$ cat src/rtl/pcie_pipe_rate_ctrl.sv
// Link-wide Gen1/Gen2 rate-change and PIPE clock sequencer.
// Reprograms GT rate on all lanes, waits for every lane's rate-done (or a
// bounded timeout), switches pclk between 125/250 MHz, lets it settle, then
// returns a one-cycle PHYSTATUS pulse. PIPE clock buffers stay gated until
// the synchronized MMCM lock is high.
module pcie_pipe_rate_ctrl #(
  parameter int unsigned PCIE_LANE      = 1,
  parameter int unsigned SETTLE_CYCLES  = 16,
  parameter int unsigned TIMEOUT_CYCLES = 4096
) (
  input  logic                 clk_i,
  input  logic                 rst_i,
  input  logic                 rate_i,
  input  logic                 mmcm_lock_i,
  input  logic [PCIE_LANE-1:0] gt_ratedone_i,
  output logic [2:0]           gt_rate_o,
  output logic [PCIE_LANE-1:0] pclk_sel_o,
  output logic                 pipeclk_en_o,
  output logic [PCIE_LANE-1:0] phystatus_o,
  output logic                 busy_o,
  output logic                 timeout_o
);

  localparam int unsigned CNT_W = 16;
  localparam logic [CNT_W-1:0] SETTLE_LOAD  = CNT_W'(SETTLE_CYCLES);
  localparam logic [CNT_W-1:0] TIMEOUT_LOAD = CNT_W'(TIMEOUT_CYCLES);
  localparam logic [CNT_W-1:0] CNT_ONE      = CNT_W'(1);
  localparam logic [PCIE_LANE-1:0] LANES_ALL = {PCIE_LANE{1'b1}};

  typedef enum logic [2:0] {
    S_LOCK_WAIT = 3'd0,
    S_IDLE      = 3'd1,
    S_RATE_WAIT = 3'd2,
    S_PCLK_WAIT = 3'd3,
    S_DONE      = 3'd4
  } state_e;

  state_e               state_q, state_d;
  logic                 lock_meta_q, lock_meta_d;
  logic                 lock_sync_q, lock_sync_d;
  logic [2:0]           gt_rate_q, gt_rate_d;
  logic [PCIE_LANE-1:0] pclk_sel_q, pclk_sel_d;
  logic                 pipeclk_en_q, pipeclk_en_d;
  logic [PCIE_LANE-1:0] phystatus_q, phystatus_d;
  logic                 busy_q, busy_d;
  logic                 timeout_q, timeout_d;
  logic                 rate_q, rate_d;
  logic                 new_rate_q, new_rate_d;
  logic [PCIE_LANE-1:0] sticky_q, sticky_d;
  logic [CNT_W-1:0]     cnt_q, cnt_d;
  logic                 all_done_c;

  // Register stage: state, outputs, lock synchronizer and bookkeeping
  always_ff @(posedge clk_i or posedge rst_i) begin
    if (rst_i) begin
      state_q      <= S_LOCK_WAIT;
      lock_meta_q  <= 1'b0;
      lock_sync_q  <= 1'b0;
      gt_rate_q    <= 3'b000;
      pclk_sel_q   <= '0;
      pipeclk_en_q <= 1'b0;
      phystatus_q  <= '0;
      busy_q       <= 1'b1;
      timeout_q    <= 1'b0;
      rate_q       <= 1'b0;
      new_rate_q   <= 1'b0;
      sticky_q     <= '0;
      cnt_q        <= '0;
    end else begin
      state_q      <= state_d;
      lock_meta_q  <= lock_meta_d;
      lock_sync_q  <= lock_sync_d;
      gt_rate_q    <= gt_rate_d;
      pclk_sel_q   <= pclk_sel_d;
      pipeclk_en_q <= pipeclk_en_d;
      phystatus_q  <= phystatus_d;
      busy_q       <= busy_d;
      timeout_q    <= timeout_d;
      rate_q       <= rate_d;
      new_rate_q   <= new_rate_d;
      sticky_q     <= sticky_d;
      cnt_q        <= cnt_d;
    end
  end

  // Next-state and registered-output logic; lock loss overrides everything
  always_comb begin
    state_d      = state_q;
    lock_meta_d  = mmcm_lock_i;
    lock_sync_d  = lock_meta_q;
    gt_rate_d    = gt_rate_q;
    pclk_sel_d   = pclk_sel_q;
    pipeclk_en_d = pipeclk_en_q;
    phystatus_d  = '0;
    timeout_d    = timeout_q;
    rate_d       = rate_q;
    new_rate_d   = new_rate_q;
    sticky_d     = sticky_q;
    cnt_d        = cnt_q;
    // Rate-done pulses landing on the exit cycle still count toward completion
    all_done_c   = &(sticky_q | gt_ratedone_i);

    if ((state_q != S_LOCK_WAIT) && !lock_sync_q) begin
      state_d      = S_LOCK_WAIT;
      pipeclk_en_d = 1'b0;
      sticky_d     = '0;
      cnt_d        = '0;
    end else begin
      case (state_q)
        S_LOCK_WAIT: begin
          pipeclk_en_d = 1'b0;
          if (lock_sync_q) begin
            state_d      = S_IDLE;
            pipeclk_en_d = 1'b1;
          end
        end

        S_IDLE: begin
          if (rate_i != rate_q) begin
            state_d    = S_RATE_WAIT;
            gt_rate_d  = {2'b00, rate_i};
            new_rate_d = rate_i;
            sticky_d   = '0;
            cnt_d      = TIMEOUT_LOAD;
          end
        end

        S_RATE_WAIT: begin
          sticky_d = sticky_q | gt_ratedone_i;
          cnt_d    = cnt_q - CNT_ONE;
          if (all_done_c || (cnt_q == CNT_ONE)) begin
            if (!all_done_c) begin
              timeout_d = 1'b1;
            end
            state_d    = S_PCLK_WAIT;
            pclk_sel_d = {PCIE_LANE{new_rate_q}};
            cnt_d      = SETTLE_LOAD;
          end
        end

        S_PCLK_WAIT: begin
          cnt_d = cnt_q - CNT_ONE;
          if (cnt_q == CNT_ONE) begin
            state_d     = S_DONE;
            phystatus_d = LANES_ALL;
          end
        end

        S_DONE: begin
          rate_d  = new_rate_q;
          state_d = S_IDLE;
        end

        default: begin
          state_d      = S_LOCK_WAIT;
          pipeclk_en_d = 1'b0;
        end
      endcase
    end

    busy_d = (state_d != S_IDLE);
  end

  assign gt_rate_o    = gt_rate_q;
  assign pclk_sel_o   = pclk_sel_q;
  assign pipeclk_en_o = pipeclk_en_q;
  assign phystatus_o  = phystatus_q;
  assign busy_o       = busy_q;
  assign timeout_o    = timeout_q;

endmodule

$ cat config.mk
export PLATFORM = sky130hd
export DESIGN_NAME = pcie_pipe_rate_ctrl
export DESIGN_NICKNAME = d
export VERILOG_FILES = /design/src/rtl/pcie_pipe_rate_ctrl.sv
export SDC_FILE = /design/constraint.sdc
export NUM_CORES = 1
export LEC_CHECK = 0
export CAP_MARGIN = 20
export CELL_PAD_IN_SITES_DETAIL_PLACEMENT = 1
export CELL_PAD_IN_SITES_GLOBAL_PLACEMENT = 2
export CORE_ASPECT_RATIO = 0.75
export CORE_MARGIN = 10
export CORE_UTILIZATION = 38
export DETAILED_ROUTE_END_ITERATION = 6
export GPL_ROUTABILITY_DRIVEN = 1
export HOLD_SLACK_MARGIN = 0.08
export PLACE_DENSITY = 0.81
export SLEW_MARGIN = 0
export SYNTH_ARGS = -nofsm -noshare
export SYNTH_HDL_FRONTEND = slang
export SYNTH_SLANG_ARGS = --single-unit
$ cat constraint.sdc
create_clock -name clk_i -period 3.6 [get_ports clk_i]
set_input_delay 0.72 -clock clk_i [delete_from_list [all_inputs] [get_ports clk_i]]
set_output_delay 0.72 -clock clk_i [all_outputs]
set_load 0.02 [all_outputs]
==> flow_metrics.py <==
metrics = {
    "power": {
        "pwr-share-seq_pct": 40.3,
        "p_per_area_mw_per_mm2": 690,
        "p_sw_uw": 458,
        "vdd_drop_max_mv": 0.314,
        "leakage_uw": 0.000725,
        "combPwrFrac_pct": 36.9,
        "swShare_pct": 38.2,
        "clock_power_share_pct": 22.7,
        "intPower_uw": 739,
    },
    "clock_tree": {
        "clk_pin_slew_ns": 0.05,
        "ctsHoldBuffers": 0,
        "cts_buffers": 5,
        "cts_setup_buffers": 0,
        "cts_root_buffer": "clkbuf_8",
        "h-tree-depth": 2,
        "clockBufferDepth": 2,
        "clk_latency_ns": 0.29,
        "cts_tree": "yes",
        "cts-resized-gates": 0,
        "clock_sinks": 29,
    },
    "timing": {
        "rsz0062_at_grt": "false",
        "hold_violations": 0,
        "tightestPinTransition_ns": 0.736,
        "skew_ns": 0.00982,
        "setup_viol": 0,
        "fmax_mhz": 423,
        "layout_setup_ws_ns": 1.23,
        "tns_ns": 0,
        "final-max-slew-violation-count": 0,
        "min_period_ns": 2.37,
        "relSlewSlack_pct": 50.4,
        "min_period_over_period_pct": 65.7,
    },
    "global_route": {
        "grt_pass1_vias": 1255,
        "track_usage_pct": 11.5,
        "grt_max_degree": 30,
        "antenna_found_initial": 0,
        "grt_pass1_wl_mm": 6.32,
        "overflow": 0,
    },
    "critical_path": {
        "crit_arrival_ns": 2.53,
        "cp.required_ns": 3.76,
        "cpLargestDelayFamily": "simple AND/OR/NAND/NOR gates",
        "r2r-start": "cnt_q[10]",
        "cp-end-kind": "register",
        "setup.worst_path.class": "register to register",
        "start_kind": "register",
        "crit_slowest_cell": "or4_4",
        "r2r_end": "pclk_sel_o",
        "critPathBufInv": 0,
        "crit_path_cell_trace": "or4_4 -> or4_4 -> o22ai_1 -> nand2_1 -> mux2_2",
        "critPathMaxFanout": 6,
        "rrSetupSlack_ns": 1.23,
        "path_common_cell": "or4_4",
        "cpPeakStageDelay_ns": 0.56,
        "reg2regPathDepth": 5,
    },
    "finish": {
        "antenna_cells": 0,
        "reg_top3": "cnt_q: 16 flops, state_q: 3 flops",
        "nets": 178,
        "regMostFlops": "cnt_q",
        "area_growth_pct": 14.1,
        "final_common_cell": "dfrtp_1",
        "final_cell_mix": "dfrtp_1 (28), o21ai_0 (17), nor2_1 (12)",
        "nFillCells": 452,
        "drive_above_1_share_pct": 9.30,
        "regArea_um2": 727,
        "largest_register_ffs": 16,
        "multiInputGateArea_um2": 718,
    },
    "logic_synthesis": {
        "synth_top_cells_by_area": "dfrtp_1 (46%), o21ai_0 (5.6%), a21oi_1 (3.6%)",
        "ys_warn_count": 0,
        "syn_area_mm2": 0.00152,
        "ys_seq_area_share_pct": 47.8,
        "ys_ff_latch": 29,
        "syn_avg_cell_area_um2": 9.38,
        "syn_inst": 162,
        "yosysTopAreaCellShare_pct": 46.1,
        "synth_largest_area_cell": "dfrtp_1",
        "synth_cell_type_count": 41,
    },
    "min_path": {
        "whs_endpoint": "lock_sync_q",
        "hold_path_class": "register to register",
        "min_from": "lock_meta_q",
        "hold_depth": 0,
    },
    "die": {
        "fp-row-count": 19,
        "floorplan.io_pins": 13,
        "die_y_um": 74.8,
        "die_w_um": 93.0,
        "die_area_mm2": 0.00696,
        "coreArea_mm2": 0.00376,
        "initial_core_util_pct": 40.5,
    },
    "route": {
        "routed-via-count": 1265,
        "drt-wirelength-per-cell_um": 16.7,
        "drc": 0,
        "vias_per_cell": 5.65,
        "drt_first_iter_violations": 75,
        "antenna_left": 0,
        "wl_mm": 3.74,
        "dr.pass1.iters": 4,
    },
    "placed_design": {
        "dpl.hpwl_mm": 2.67,
        "place.gp.congestion": 0.802,
        "pre_cts_ws_ns": 0.981,
        "io_buffers": 10,
    },
    "status": {
        "outcome": "completed",
    },
    "run": {
        "cap_violations": 0,
    },
}
## metrics by stage
step	hold WS (ns)	power (uW)	instances	cell area, um^2	util [%]
after floorplan	0.331	794	163	1520	-
after global placement	0.331	911	216	1640	43.8
after detailed placement	0.341	925	216	1640	43.8
after CTS	0.354	1200	224	1730	46.2
after global routing	0.369	1290	224	1730	46.2
final	0.351	1200	224	1730	46.2
## worst max path at each step
| stage | from | to | depth (start not counted) |
|---|---|---|---|
| floorplan | cnt_q[10] | cnt_q[5] | 5 |
| global placement | rate_i | cnt_q[12] | 6 |
| detailed placement | rate_i | cnt_q[12] | 6 |
| CTS | cnt_q[10] | pclk_sel_o | 5 |
| global route | rate_i | cnt_q[4] | 6 |
| finish | cnt_q[10] | pclk_sel_o | 5 |
## cell families (layout without fill, tap and decap cells)
kind of cell,after synthesis,in the layout,share of synthesized area [%]
AOI/OAI and AO/OA,54,54,23.0
xor gates and xnor gates,2,2,1.15
adders and majority gates,2,2,1.65
buffers and inverters,17,26,5.19
DFF,29,29,47.8
muxes,1,1,0.741
other,1,2,0.247
and+or+nand+nor,56,56,20.2
## cells in the mapped netlist
library cell and n:
dfrtp_1 28, o21ai_0 17, nor2_1 12, a21oi_1 11, nand2_1 11, nor3_1 8, a31oi_1 7, inv_1 7
clkbuf_1 6, buf_4 4, nor4_1 4, a22o_1 3, and3_1 3, nand2b_1 3, nand3b_1 3, o21a_1 3
a31o_2 2, ha_1 2, o22ai_1 2, o31ai_1 2, or3_1 2, or4_4 2, xnor2_1 2, a21boi_0 1
a221o_1 1, a32o_1 1, and2_1 1, and2b_1 1, and3b_1 1, conb_1 1, dfstp_2 1, mux2_2 1
nand4_1 1, nand4b_1 1, nor2b_1 1, nor3b_1 1, o211a_1 1, o21a_4 1, o21ai_2 1, o21ba_2 1
or4b_1 1
## layout make-up
cell class	count	area share [%]
Tap cell	52	3.75
Timing Repair Buffer	11	6.20
Sequential cell	29	41.9
Clock buffer	8	5.19
Inverter	7	1.52
Multi-Input combinational cell	117	41.4
## metal layers
layer  GRT usage, %  vias to the layer above  part of all wire, %
li1               -                      605                    -
met1           16.0                      625                   52
met2           15.9                       28                   42
met3           3.57                        7                  4.7
met4           5.12                        0                  1.5
met5              0                        -                    0
## power by group through the flow
stage | sequential, uW | combinational [uW] | clock, uW
floorplan | 471 | 323 | 0
global placement | 482 | 429 | 0
detailed placement | 488 | 437 | 0
CTS | 482 | 443 | 278
global route | 498 | 495 | 296
finish | 483 | 442 | 272
Note: power is estimated with default switching activity, not from simulation.
